===== config.mk =====
export PLATFORM = sky130hd
export DESIGN_NAME = alu_seq_ctrl_flat
export DESIGN_NICKNAME = d
export VERILOG_FILES = /design/src/rtl/alu_seq_ctrl_if.sv /design/src/rtl/alu_seq_ctrl.sv /design/src/flat_wrapper.sv
export SDC_FILE = /design/constraint.sdc
export NUM_CORES = 1
export LEC_CHECK = 0
export ABC_CLOCK_PERIOD_IN_PS = 5900
export BUFFER_PORTS_ARGS = -buffer_cell sky130_fd_sc_hd__buf_2
export CORE_UTILIZATION = 50
export DETAILED_ROUTE_END_ITERATION = 10
export GPL_TIMING_DRIVEN = 0
export PLACE_DENSITY = 0.69
export SLEW_MARGIN = 30
export SYNTH_ARGS = -nofsm -noshare
export SYNTH_HDL_FRONTEND = slang
export SYNTH_SLANG_ARGS = --single-unit

===== constraint.sdc =====
create_clock -name clk -period 5.9 [get_ports clk]
set_clock_uncertainty 0.05 [all_clocks]
set_input_delay 1.77 -clock clk [delete_from_list [all_inputs] [get_ports clk]]
set_output_delay 1.77 -clock clk [all_outputs]
set_load 0.005 [all_outputs]

===== src/rtl/alu_seq_ctrl_if.sv =====
// Request/response bundle for the sequential ALU.
// master drives the request side, slave produces the result side.
interface alu_seq_ctrl_if #(
   parameter int WIDTH = 16
) ();
   logic             start;
   logic [2:0]       opcode;
   logic [WIDTH-1:0] a;
   logic [WIDTH-1:0] b;
   logic             ready;
   logic             done;
   logic [WIDTH-1:0] result;
   logic [WIDTH-1:0] result_hi;
   logic             carry;
   logic             zero;
   logic             err;

   modport master (
      output start, opcode, a, b,
      input  ready, done, result, result_hi, carry, zero, err
   );

   modport slave (
      input  start, opcode, a, b,
      output ready, done, result, result_hi, carry, zero, err
   );
endinterface


===== src/rtl/alu_seq_ctrl.sv =====
// Sequential ALU: single-cycle logic/arith ops plus 16-step MUL/DIV.
// Define ALU_SEQ_DIV_EN to build the restoring divider for opcode 111.
module alu_seq_ctrl #(
   parameter int WIDTH = 16
) (
   input logic           clk,
   input logic           rst,
   alu_seq_ctrl_if.slave bus
);
   localparam int CW = $clog2(WIDTH + 1);
   localparam logic [2:0] OP_ADD = 3'b000;
   localparam logic [2:0] OP_SUB = 3'b001;
   localparam logic [2:0] OP_AND = 3'b010;
   localparam logic [2:0] OP_OR  = 3'b011;
   localparam logic [2:0] OP_XOR = 3'b100;
   localparam logic [2:0] OP_NOT = 3'b101;
   localparam logic [2:0] OP_MUL = 3'b110;
   localparam logic [2:0] OP_DIV = 3'b111;

   typedef enum logic [1:0] {IDLE, EXEC, ITER, DONE} state_t;

   state_t           state;
   logic [CW-1:0]    cnt;
   logic [2:0]       op;
   logic [WIDTH-1:0] a_q, b_q;
   logic [WIDTH-1:0] hi, lo;
   logic [WIDTH-1:0] result, result_hi;
   logic             carry, zero, err, done, ready;

   logic             iter_op;
   logic [WIDTH-1:0] nxt_hi, nxt_lo;
   logic [WIDTH:0]   sum;
   logic [WIDTH-1:0] res, res_hi;
   logic             res_c, res_e;

   assign bus.ready     = ready;
   assign bus.done      = done;
   assign bus.result    = result;
   assign bus.result_hi = result_hi;
   assign bus.carry     = carry;
   assign bus.zero      = zero;
   assign bus.err       = err;

   always_comb begin
      iter_op = (bus.opcode == OP_MUL);
`ifdef ALU_SEQ_DIV_EN
      if (bus.opcode == OP_DIV && bus.b != '0)
         iter_op = 1'b1;
`endif
   end

   // hi:lo is the product register (MUL) or remainder:quotient (DIV)
`ifdef ALU_SEQ_DIV_EN
   logic [WIDTH:0] rem_t, diff;
`endif
   always_comb begin
      nxt_hi = hi;
      nxt_lo = lo;
      sum    = {1'b0, hi} + (lo[0] ? {1'b0, b_q} : '0);
`ifdef ALU_SEQ_DIV_EN
      rem_t  = {hi, lo[WIDTH-1]};
      diff   = rem_t - {1'b0, b_q};
`endif
      if (op == OP_MUL) begin
         nxt_hi = sum[WIDTH:1];
         nxt_lo = {sum[0], lo[WIDTH-1:1]};
      end
`ifdef ALU_SEQ_DIV_EN
      else if (!diff[WIDTH]) begin
         nxt_hi = diff[WIDTH-1:0];
         nxt_lo = {lo[WIDTH-2:0], 1'b1};
      end else begin
         nxt_hi = rem_t[WIDTH-1:0];
         nxt_lo = {lo[WIDTH-2:0], 1'b0};
      end
`endif
   end

   always_comb begin
      res    = '0;
      res_hi = '0;
      res_c  = 1'b0;
      res_e  = 1'b0;
      unique case (op)
         OP_ADD: {res_c, res} = {1'b0, a_q} + {1'b0, b_q};
         OP_SUB: begin
            res   = a_q - b_q;
            res_c = (a_q < b_q);
         end
         OP_AND: res = a_q & b_q;
         OP_OR:  res = a_q | b_q;
         OP_XOR: res = a_q ^ b_q;
         OP_NOT: res = ~a_q;
         OP_MUL: res = '0;
         OP_DIV: begin
`ifdef ALU_SEQ_DIV_EN
            res    = '1;
            res_hi = a_q;
`endif
            res_e  = 1'b1;
         end
      endcase
   end

   always_ff @(posedge clk) begin
      if (rst) begin
         state     <= IDLE;
         cnt       <= '0;
         op        <= '0;
         a_q       <= '0;
         b_q       <= '0;
         hi        <= '0;
         lo        <= '0;
         result    <= '0;
         result_hi <= '0;
         carry     <= 1'b0;
         zero      <= 1'b0;
         err       <= 1'b0;
         done      <= 1'b0;
         ready     <= 1'b1;
      end else begin
         done <= 1'b0;
         case (state)
            IDLE: if (bus.start) begin
               op    <= bus.opcode;
               a_q   <= bus.a;
               b_q   <= bus.b;
               cnt   <= '0;
               ready <= 1'b0;
               hi    <= '0;
               lo    <= bus.a;
               state <= iter_op ? ITER : EXEC;
            end
            EXEC: begin
               result    <= res;
               result_hi <= res_hi;
               carry     <= res_c;
               zero      <= (res == '0);
               err       <= res_e;
               done      <= 1'b1;
               state     <= DONE;
            end
            ITER: begin
               hi  <= nxt_hi;
               lo  <= nxt_lo;
               cnt <= cnt + 1'b1;
               if (cnt == CW'(WIDTH - 1)) begin
                  result    <= nxt_lo;
                  result_hi <= nxt_hi;
                  carry     <= 1'b0;
                  zero      <= (nxt_lo == '0);
                  err       <= 1'b0;
                  done      <= 1'b1;
                  state     <= DONE;
               end
            end
            DONE: begin
               ready <= 1'b1;
               state <= IDLE;
            end
            default: state <= IDLE;
         endcase
      end
   end
endmodule


===== src/flat_wrapper.sv =====
// flat-port wrapper written by rule: the top's interface ports become plain ports
module alu_seq_ctrl_flat 
#(
   parameter int WIDTH = 16
)
  (clk, rst, bus_start, bus_opcode, bus_a, bus_b, bus_ready, bus_done, bus_result, bus_result_hi, bus_carry, bus_zero, bus_err);
  alu_seq_ctrl_if #(.WIDTH(WIDTH)) bus_i ();
  input logic clk;
  input logic rst;
  input wire logic [$bits(bus_i.start)-1:0] bus_start;
  input wire logic [$bits(bus_i.opcode)-1:0] bus_opcode;
  input wire logic [$bits(bus_i.a)-1:0] bus_a;
  input wire logic [$bits(bus_i.b)-1:0] bus_b;
  output wire logic [$bits(bus_i.ready)-1:0] bus_ready;
  output wire logic [$bits(bus_i.done)-1:0] bus_done;
  output wire logic [$bits(bus_i.result)-1:0] bus_result;
  output wire logic [$bits(bus_i.result_hi)-1:0] bus_result_hi;
  output wire logic [$bits(bus_i.carry)-1:0] bus_carry;
  output wire logic [$bits(bus_i.zero)-1:0] bus_zero;
  output wire logic [$bits(bus_i.err)-1:0] bus_err;
  assign bus_i.start = bus_start;
  assign bus_i.opcode = bus_opcode;
  assign bus_i.a = bus_a;
  assign bus_i.b = bus_b;
  assign bus_ready = bus_i.ready;
  assign bus_done = bus_i.done;
  assign bus_result = bus_i.result;
  assign bus_result_hi = bus_i.result_hi;
  assign bus_carry = bus_i.carry;
  assign bus_zero = bus_i.zero;
  assign bus_err = bus_i.err;
  alu_seq_ctrl #(.WIDTH(WIDTH)) u_core (.clk(clk), .rst(rst), .bus(bus_i));
endmodule

Yosys cells after proc, flatten, opt, wreduce, memory -nomap -nowiden
Index checks and enable logic that the tools add are counted.
{"block": "totals", "ff_bits": 111, "inputBits": 38, "output_inout_bits": 37, "word_cells": 78}
{"block": "classes", "n_addsub": 4, "n_lt_le_gt_ge": 1, "eq_ne": 14, "n_mux": 29, "bitwise": 4, "n_reduce_logical": 12}
{"operator": "16-bit one-hot mux with 2 select lines", "n": 4}
{"operator": "16-bit two-way mux", "n": 7}
{"operator": "16-bit one-hot mux with 6 select lines", "n": 1}
{"operator": "16-bit logical NOT", "n": 2}
{"operator": "16-bit by 16-bit adder with 17-bit output", "n": 1}
{"operator": "16-bit by 17-bit adder with 17-bit output", "n": 1}
{"operator": "16-bit AND", "n": 1}
{"operator": "16-bit less-than comparator", "n": 1}
{"operator": "16-bit inverter", "n": 1}
{"operator": "16-bit bitwise OR", "n": 1}
{"operator": "16-bit subtractor", "n": 1}
{"operator": "16-bit XOR", "n": 1}
{"operator": "3-bit == test, second input constant", "n": 5}
{"operator": "1-bit one-hot mux with 2 select lines", "n": 6}
{"operator": "5-bit one-hot mux with 2 select lines", "n": 1}
{"operator": "2-bit AND reduction", "n": 5}
{"operator": "2-bit one-hot mux with 4 select lines", "n": 1}
{"operator": "3-bit by 2-bit == test with 1-bit output, second input constant", "n": 2}
{"operator": "2-bit two-way mux", "n": 3}
{"operator": "2-bit nonzero test", "n": 3}
{"operator": "5-bit by 1-bit adder with 5-bit output, second input constant", "n": 1}
{"operator": "5-bit by 4-bit == test with 1-bit output, second input constant", "n": 1}
{"operator": "1-bit two-way mux", "n": 5}
{"operator": "5-bit two-way mux", "n": 1}
{"operator": "other kinds (7)", "n": 8}

Depth between registers and ports, before layout
Gate-level depths: netlist of run 1.
{"block": "logic_depth", "depth_word": 6, "depth_mapped": 13, "depth_no_buf": 13}

Least setup slack after synthesis of run 1
Ideal clock, no wire load.
{"block": "synth_timing", "path_kind": "input-to-reg", "start": "in rst", "end": "reg u_core.zero (netlist: u_core.bus.zero)", "setup_ns": 0.096, "arrival_ns": 3.978, "t_required_ns": 5.754, "path_slack_ns": 1.777, "cell_stages": 7, "path_buffers": 1, "cell_sequence": "clkbuf_1 -> or4_1 -> nor3_1 -> or4b_1 -> or3_1 -> or4_1 -> o41ai_2"}
{"item": "start, declared", "line": "flat_wrapper.sv:9", "text": "input logic rst;"}
{"item": "end signal, assigned", "line": "alu_seq_ctrl.sv:138", "text": "zero <= (res == '0);"}
{"item": "end signal, assigned", "line": "alu_seq_ctrl.sv:151", "text": "zero <= (nxt_lo == '0);"}
{"item": "end, declared", "line": "alu_seq_ctrl.sv:28", "text": "logic carry, zero, err, done, ready;"}

Worst setup path in the final report of run 1
{"block": "layout_timing", "start": "reg u_core.b_q[0]", "end": "reg u_core.zero (netlist: u_core.bus.zero)"}
{"block": "layout_via", "elab_chain_cells": 6, "elab_cells_between_ends": 13, "classes_between": "add/sub: 3; mux: 5; bitwise: 3; reduce/logical: 2"}
{"item": "start, declared", "line": "alu_seq_ctrl.sv:25", "text": "logic [WIDTH-1:0] a_q, b_q;"}
{"item": "start signal, assigned", "line": "alu_seq_ctrl.sv:127", "text": "b_q <= bus.b;"}
{"item": "16-bit two-way mux", "line": "alu_seq_ctrl.sv:59", "text": "sum = {1'b0, hi} + (lo[0] ? {1'b0, b_q} : '0);"}
{"item": "16-bit by 17-bit adder with 17-bit output", "line": "alu_seq_ctrl.sv:59"}
{"item": "16-bit two-way mux", "line": "alu_seq_ctrl.sv:64", "text": "if (op == OP_MUL) begin"}
{"item": "16-bit logical NOT", "line": "alu_seq_ctrl.sv:151"}
{"item": "1-bit two-way mux", "line": "alu_seq_ctrl.sv:147", "text": "if (cnt == CW'(WIDTH - 1)) begin"}
{"item": "1-bit one-hot mux with 2 select lines (*)", "line": "alu_seq_ctrl.sv:123", "text": "case (state)"}
Mark *: on every way between the ends. The rest lies on a longest branch, timed or not. The select of a mux whose other input is x is not followed.
A chain may end at the register's enable or synchronous reset.

==> flow_summary.ini, run 1 <==
[run_status]
status = finished, final reports clean

[timing]
fin_crit_ns = 4.38
setup_viol = 0
tns_ns = 0
drv_slew = 0
slew_headroom_pct = 33.9
hold_viol = 0
finalCritPeriodShare_pct = 74.2
worst_slew_pin_slew_ns = 0.976
max_freq_ghz = 0.228
rsz0062_at_grt = no
setup_ws_ns = 1.52

[drt]
wl_per_cell_um = 20.0
wl_mm = 28.3
ant_nets = 0
via_per_inst = 6.05
num_vias = 8545
drc = 0
drt_iter0_markers = 910
drt_first_pass_iters = 5

[setup_path]
startpoint = u_core.b_q[0]
rr_endpoint = u_core.bus.zero
startpoint_type = flip-flop
crit_type = flip-flop to flip-flop
cp_max_fo = 5
r2r.worst_path.cells = 12
reg2reg_from = u_core.b_q[0]
critPathArrivalTime_ns = 4.60
cp.required_ns = 6.12
rrSetupSlack_ns = 1.52
end_kind = flip-flop

[floorplanning]
core_area_sq_um = 15800
ioPinCount = 75
dieArea_sq_um = 16600
fp.dieH_um = 129
die_x_um = 129
initial_core_util_pct = 50.9
placementRows = 46

[synth]
async_flop_share_pct = 0
netlist_area_sq_um = 8060
yosys-top-cells-area = dfxtp_1 28%, ha_1 11%, nand2_1 9.8%, a21oi_1 7.8%, nor2_1 4.2%
ys_seq_area_share_pct = 27.6
synth_top_area_share_pct = 27.6
yosysTopAreaCell = dfxtp_1
yosys-top-cells-count = 210 x nand2_1, 125 x a21oi_1, 111 x dfxtp_1
syn-num-nets = 1221
synth_warnings = 0
synth_top_flop_cell = dfxtp_1
synth-edff-count = 0
synth.most_common_cell = nand2_1
ys_seq_elements = 111
ys_types = 78
syn_avg_cell_area_sq_um = 7.28
syn_inst = 1107

[power]
vdd.ir_drop.worst_v = 0.000195
cellPowerDensity_nw_per_um2 = 385
p_total_mw = 3.46
p_int_mw = 1.76
power_frac_comb_pct = 53.2
pwr-share-clk_pct = 17.2
power_leakage_nw = 3.62
swShare_pct = 49.2
pwr-share-seq_pct = 29.6
switching_power_mw = 1.70

[min_path]
min-delay-start = u_core.bus.result_hi[1]
hold_path.class = flip-flop to flip-flop
min_delay_path_depth = 2
hold_end = u_core.bus.result_hi[1]

[clock_network]
numCtsBuffers = 9
clkSinkCount = 111
post_cts_resized = 0
clock-root-buffer = clkbuf_16
clk_pin_slew_ns = 0.08
post_cts_buffers = 0
clk_latency_ns = 0.36
cts-hold-fix-buffers = 0
cts_max_level = 3
clockBufferDepth = 2
cts_tree = done

[placed_design]
hpwl_mm = 21.9
dpl-instance-area_sq_um = 8700
numPortBuffers = 73
gp_congestion = 0.972
dp.cells = 1396
dp_slack_ns = 1.41

[finish]
diodes = 0
n_fill_cell = 1593
syn_to_final_growth_pct = 11.4
multi_input_area_sq_um = 5360
drive_gt1_share_pct = 9.20
nets = 1305
post-route-cell-area_sq_um = 8980
seq_area_sq_um = 2220
layoutNonFillerInstCount = 1412

[global_routing]
gr-total-overflow = 0
grt_antenna_before_repair = 0
grt_first_pass_wirelength_mm = 43.6
grt_usage_pct = 34.7
grt_pass1_vias = 7822
grt_max_degree = 20

[job]
max_cap_violations = 0
## metrics by stage
step,utilization [%],hold WS [ns]
6_report,56.8,0.402
5_1_grt,56.8,0.430
4_1_cts,56.8,0.407
3_5_place_dp,55.0,0.392
3_3_place_gp,55.0,0.391
2_1_floorplan,-,0.394
## power by group through the flow
| stage | registers [mW] | logic, mW | clock network, mW |
|---|---|---|---|
| final | 1.02 | 1.84 | 0.593 |
| after global routing | 1.04 | 2.00 | 0.629 |
| after CTS | 1.02 | 1.79 | 0.597 |
| after detailed placement | 1.03 | 1.78 | 0 |
| after global placement | 1.03 | 1.77 | 0 |
| after floorplan | 0.987 | 1.22 | 0 |
## routing by layer
layer	vias up	share of wire (%)	track usage [%]	routed length, um
li1	4086	-	-	-
met1	3960	43	45.2	12200
met2	411	45	55.1	12700
met3	88	7.4	6.11	2080
met4	0	4.5	17.7	1290
met5	-	0	0	0
## critical path: stages (launching register included)
cell and delay (ns):
dfxtp_1 0.48, ha_1 0.26, inv_1 0.07, fa_1 0.42
nor2b_1 0.13, o2111ai_1 0.20, and3_1 0.26, o41ai_1 0.64
mux2i_1 0.25, o21ai_0 0.25, or3b_2 0.54, or4_1 0.46
o41ai_2 0.28
## worst max-delay path by stage
stage,end
global route,u_core.bus.zero
global placement,u_core.bus.zero
CTS,u_core.bus.zero
floorplan,u_core.bus.zero
finish,u_core.bus.zero
detailed placement,u_core.bus.zero
## kinds of logic after synthesis
| logic type | count (synthesis) | synth area share [%] |
|---|---|---|
| xor+xnor | 19 | 2.06 |
| compound gates | 335 | 27.3 |
| mux | 11 | 1.54 |
| flops | 111 | 27.6 |
| fa+ha+maj | 76 | 12.1 |
| buf+inv | 126 | 5.99 |
| simple gates | 429 | 23.5 |
## sequential cells by signal, summed over array words and instances, names as in the netlist
signal and flops:
u_core.bus.done 1, u_core.a_q 16, u_core.b_q 16, u_core.hi 16, u_core.bus.result_hi 16, u_core.bus.carry 1
u_core.lo 16, u_core.bus.result 16, u_core.bus.zero 1, u_core.state 2, u_core.cnt 5, u_core.bus.ready 1
u_core.op 3, u_core.bus.err 1
## area by class of cell
class                           instances  share of cell area [%]
Clock buffer                            9                    2.51
Timing Repair Buffer                   73                    4.07
Tap cell                              216                    3.01
Clock inverter                          7                   0.641
Inverter                               58                    2.42
Sequential cell                       111                    24.7
Multi-Input combinational cell        870                    59.7
Buffer                                 68                    2.95
## cell usage in the layout (no fill, tap or decap), types with 28 or more instances in the layout
cell,count
o21ai_0,42
nor2_1,91
clkbuf_1,56
ha_1,73
a21oi_1,125
dfxtp_1,111
nand2_1,210
o211ai_1,28
buf_2,78
inv_1,56
No activity file was read; power rests on OpenSTA's default activity.
==> inputs of run 2 (changes only) <==
- ABC_AREA: default -> 1
- ABC_CLOCK_PERIOD_IN_PS: 5900 -> 4500
- clock period: 5.9 -> 4.5 ns (I/O delays scaled with it)
==> run 2 against run 1 <==
Synthesized cell count increased by 17%. Critical path depth decreased by 6. Synthesized area increased by 4.0%. Combinational power increased by 93%. Clock-buffer cell count increased by 1.
==> flow_summary.ini, run 2 <==
[drt]
num_vias = 8944
wl_per_cell_um = 17.0
drt_iter0_markers = 817
drc = 0
wl_mm = 27.3
ant_nets = 0
drt_first_pass_iters = 5
via_per_inst = 5.58

[setup_path]
critical_path.cell_chain = clkbuf_1 -> inv_1 -> clkbuf_1 -> clkbuf_1 -> o21ai_0 -> a21oi_1
rr_endpoint = u_core.bus.result_hi[14]
end_kind = flip-flop
cp.required_ns = 4.73
rrSetupSlack_ns = 1.62
crit_type = primary input to flip-flop
cpMostUsedCell = clkbuf_1
r2r.worst_path.cells = 11
critPathSlowestCell = clkbuf_1
path_buf_inv = 4
reg2reg_from = u_core.lo[0]
critPathArrivalTime_ns = 3.16
cp_top_family = buffers and inverters
cp_max_fo = 10
startpoint_type = primary input
cpPeakStageDelay_ns = 0.46

[timing]
worst_slew_pin_slew_ns = 0.664
setup_ws_ns = 1.57
hold_ws_ns = 0.418
drv_slew = 0
max_freq_ghz = 0.342
tns_ns = 0
rsz0062_at_grt = no
hold_viol = 0
slew_headroom_pct = 55.8
fin_crit_ns = 2.93
setup_viol = 0
finalCritPeriodShare_pct = 65.0

[global_routing]
grt_pass1_vias = 8123
grt_max_degree = 20
grt_usage_pct = 31.6
met1_usage_pct = 42.9
grt_first_pass_wirelength_mm = 43.0
grt_antenna_before_repair = 0
use_met3_pct = 4.28
top_usage_layer = met2
grtUsageMet2_pct = 50.2
gr-total-overflow = 0

[finish]
utilization_pct = 57.8
n_fill_cell = 1601
multi_input_area_sq_um = 5090
diodes = 0
final_cell_mix = 256 x nand2_1, 176 x inv_1, 147 x a21oi_1
drive_gt1_share_pct = 10.7
seq_area_sq_um = 2220
nets = 1496
final_common_cell = nand2_1
syn_to_final_growth_pct = 11.1

[synth]
yosys-top-cells-area = dfxtp_1 26%, nand2_1 11%, ha_1 11%, a21oi_1 8.8%, o21ai_0 8.7%
synth-edff-count = 0
yosysTopAreaCell = dfxtp_1
syn_avg_cell_area_sq_um = 6.46
yosys-top-cells-count = 256 x nand2_1, 176 x inv_1, 147 x a21oi_1
netlist_area_sq_um = 8390
synth_top_area_share_pct = 26.5
syn-num-nets = 1412
synth_top_flop_cell = dfxtp_1
syn_inst = 1298
ys_seq_elements = 111
ys_types = 44
synth.most_common_cell = nand2_1
synth_warnings = 0
async_flop_share_pct = 0
ys_seq_area_share_pct = 26.5

[power]
p_total_mw = 5.94
switching_power_mw = 3.06
vdd.ir_drop.worst_v = 0.000323
power_leakage_nw = 4.53
pwr-share-clk_pct = 13.3
swShare_pct = 51.5
pwr-share-seq_pct = 26.8
power_frac_comb_pct = 59.9
cellPowerDensity_nw_per_um2 = 638
p_int_mw = 2.89

[min_path]
hold_path.class = flip-flop to flip-flop
hold_end = u_core.cnt[4]
min_delay_path_depth = 2
min-delay-start = u_core.cnt[4]

[clock_network]
clk_pin_slew_ns = 0.08
clock-root-buffer = clkbuf_16
clk_latency_ns = 0.36
clkSinkCount = 111
clockBufferDepth = 2
numCtsBuffers = 9
cts_tree = done
cts-hold-fix-buffers = 0
cts_max_level = 3
post_cts_resized = 0
post_cts_buffers = 0

[placed_design]
hpwl_mm = 21.8
dp_slack_ns = 1.32
numPortBuffers = 73
gp_congestion = 0.969

[floorplanning]
ioPinCount = 75
dieArea_sq_um = 17300
initial_core_util_pct = 52.0
fp.dieH_um = 132
core_area_sq_um = 16100
placementRows = 46
die_x_um = 132

[run_status]
status = finished, final reports clean

[job]
max_cap_violations = 0
==> run 2: power groups by stage <==
stage	combinational, mW	sequential, mW	clock [mW]
2_1_floorplan	2.47	1.53	0
5_1_grt	3.96	1.63	0.844
3_5_place_dp	3.47	1.60	0
3_3_place_gp	3.44	1.60	0
6_report	3.56	1.59	0.791
4_1_cts	3.49	1.58	0.804
==> run 2: worst max-delay path by stage <==
stage            startpoint                  endpoint  slack [ns]  cells past startpoint
4_1_cts        u_core.lo[0]  u_core.bus.result_hi[14]        1.67                     11
5_1_grt        u_core.lo[0]  u_core.bus.result_hi[13]        1.32                     14
2_1_floorplan     bus_start             u_core.lo[11]        2.09                      6
3_3_place_gp            rst             u_core.a_q[3]        1.31                      6
3_5_place_dp            rst             u_core.a_q[3]        1.32                      6
6_report                rst             u_core.a_q[3]        1.57                      6
==> run 2: cell type report <==
class                   instances  area share, %
multi-input cells             935           54.7
clock inverters                 6          0.564
flip-flops and latches        111           23.9
repair buffers                 73           3.92
well taps                     216           2.90
plain buffers                  65           3.88
inverters                     187           7.62
clock buffers                  10           2.57
==> run 2: cells by family (layout without fill, tap and decap cells) <==
family          after synthesis  in the layout  share of synthesized area (%)
xor+xnor                      4              4                          0.418
buf+inv                     252            341                           12.8
fa+ha+maj                    76             76                           11.6
mux                           2              2                          0.239
simple gates                489            489                           24.7
flops                       111            111                           26.5
compound gates              364            364                           23.7
==> run 2: tightest hold or removal path: cells and delay by family, from the launching register on <==
family,cells,cell delay [ns]
compound gates,1,0.05
flops,1,0.31
simple gates,1,0.06
==> run 2: per-layer routing <==
layer / routed length, um / up-vias
li1: - / 4459
met1: 12200 / 4015
met2: 11900 / 413
met3: 2190 / 57
met4: 929 / 0
met5: 0 / -
==> run 2: metrics by stage <==
step	cells	cell area, sq um
CTS	1603	9310
global placement	1587	9020
detailed placement	1587	9020
finish	1603	9310
floorplan	1298	8390
global route	1603	9310
==> inputs of run 3 (changes only) <==
- ABC_CLOCK_PERIOD_IN_PS: 4500 -> 2700
- clock period: 4.5 -> 2.7 ns (I/O delays scaled with it)
==> run 3 against run 2 <==
Sequential share of layout area decreased by 0.19 points. Sequential cell count unchanged. Wire length increased by 0.91%. First-iteration DRC count decreased by 17%. Sequential power increased by 67%. Non-clock buffer count increased by 1.
==> flow_summary.ini, run 3 (synthesis results as in run 2) <==
[drt]
via_per_inst = 5.58
wl_per_cell_um = 17.2
ant_nets = 0
drc = 0
num_vias = 8955
drt_iter0_markers = 677
wl_mm = 27.5
drt_first_pass_iters = 7

[power]
power_leakage_nw = 4.55
cellPowerDensity_nw_per_um2 = 1070
p_total_mw = 10.0
pwr-share-clk_pct = 13.2
p_int_mw = 4.88
switching_power_mw = 5.17
pwr-share-seq_pct = 26.5
power_frac_comb_pct = 60.3
swShare_pct = 51.4
vdd.ir_drop.worst_v = 0.000539

[finish]
post-route-cell-area_sq_um = 9420
nets = 1497
drive_gt1_share_pct = 12.8
n_fill_cell = 1595
syn_to_final_growth_pct = 12.3
diodes = 0
final_common_cell = nand2_1
layoutNonFillerInstCount = 1604
final_cell_mix = 254 x nand2_1, 175 x inv_1, 142 x o21ai_0, 142 x a21oi_1, 107 x dfxtp_1
utilization_pct = 58.4

[global_routing]
grt_max_degree = 20
grt_pass1_vias = 8115
grt_first_pass_wirelength_mm = 43.0
grt_usage_pct = 31.6
grt_antenna_before_repair = 0
gr-total-overflow = 0

[clock_network]
clk_pin_slew_ns = 0.07
numCtsBuffers = 9
cts_max_level = 3
clockBufferDepth = 2
clock-root-buffer = clkbuf_16
cts_tree = done
clkSinkCount = 111
clk_latency_ns = 0.36

[setup_path]
startpoint = u_core.b_q[13]
critPathArrivalTime_ns = 2.86
startpoint_type = flip-flop
end_kind = flip-flop
cp_max_fo = 8
crit_type = flip-flop to flip-flop
reg2reg_from = u_core.b_q[13]
cp.required_ns = 2.94

[timing]
rsz0062_at_grt = yes
drv_slew = 0
hold_ws_ns = 0.417
setup_ws_ns = 0.0776
finalCritPeriodShare_pct = 97.1
max_freq_ghz = 0.381
setup_viol = 0
tns_ns = 0
slew_headroom_pct = 54.5
fin_crit_ns = 2.62
worst_slew_pin_slew_ns = 0.682
hold_viol = 0

[placed_design]
hpwl_mm = 21.8
numPortBuffers = 73
dpl-instance-area_sq_um = 9020
dp_slack_ns = -0.105
gp_congestion = 0.969
dp.cells = 1587

[floorplanning]
initial_core_util_pct = 52.0
die_x_um = 132
ioPinCount = 75
dieArea_sq_um = 17300
core_area_sq_um = 16100
fp.dieH_um = 132
placementRows = 46

[job]
max_cap_violations = 0

[min_path]
hold_path.class = flip-flop to flip-flop
min-delay-start = u_core.cnt[4]

[run_status]
status = finished, final reports clean
-- run 3: cell types whose count changed in the layout (fill, tap and decap cells not counted), moves of 4 or more --
cell	before	now
dfxtp_1	111	107
a21oi_2	4	9
a21oi_1	147	142
nor2_2	5	9
nor2_1	109	104
-- run 3: worst max-delay path, cell delays in order, from the launching register on --
cell and delay, ns:
dfxtp_1 0.36, inv_1 0.10, ha_1 0.29, buf_2 0.20, inv_1 0.11, a21oi_1 0.25
a21boi_0 0.22, nand3_1 0.17, nor2_1 0.12, nor2_1 0.06, nor2_2 0.16, nand2_1 0.07
nor2_1 0.09, nand3_1 0.14, a21oi_1 0.16
-- run 3: routing by layer --
layer	track usage [%]	share of wire (%)	vias up
met2	50.2	44	371
met3	4.28	7.2	61
li1	-	-	4457
met4	12.5	3.3	0
met5	0	0	-
met1	42.9	45	4066
-- run 3: power groups by stage --
stage                     clock network [mW]  registers, mW  logic [mW]
final                                   1.32           2.66        6.06
after global routing                    1.41           2.72        6.73
after CTS                               1.34           2.64        5.82
after detailed placement                   0           2.67        5.78
after global placement                     0           2.67        5.74
after floorplan                            0           2.55        4.12
-- run 3: cell type report --
class                           count  area, sq um  area share (%)
Clock inverter                      6         52.6           0.558
Multi-Input combinational cell    935         5180            55.0
Buffer                             65          367            3.89
Sequential cell                   111         2230            23.7
Tap cell                          216          270            2.87
Timing Repair Buffer               74          373            3.96
Clock buffer                       10          239            2.54
Inverter                          187          709            7.53
-- run 3: final timing paths --
path                           to  slack (ns)  cells past startpoint
setup / recovery  u_core.bus.zero        0.08                     14
hold / removal      u_core.cnt[4]        0.42                      2
hold reg to reg     u_core.cnt[4]        0.42                      2
setup reg to reg  u_core.bus.zero        0.08                     14
-- run 3: timing repair --
action                                  in CTS  in global routing
hold buffers                                 0                  0
gates resized for setup                      3                 33
pin swaps                                    0                  3
endpoints found under the setup margin       7                 15
buffers inserted                             0                  1
endpoints found under the hold margin        0                  0
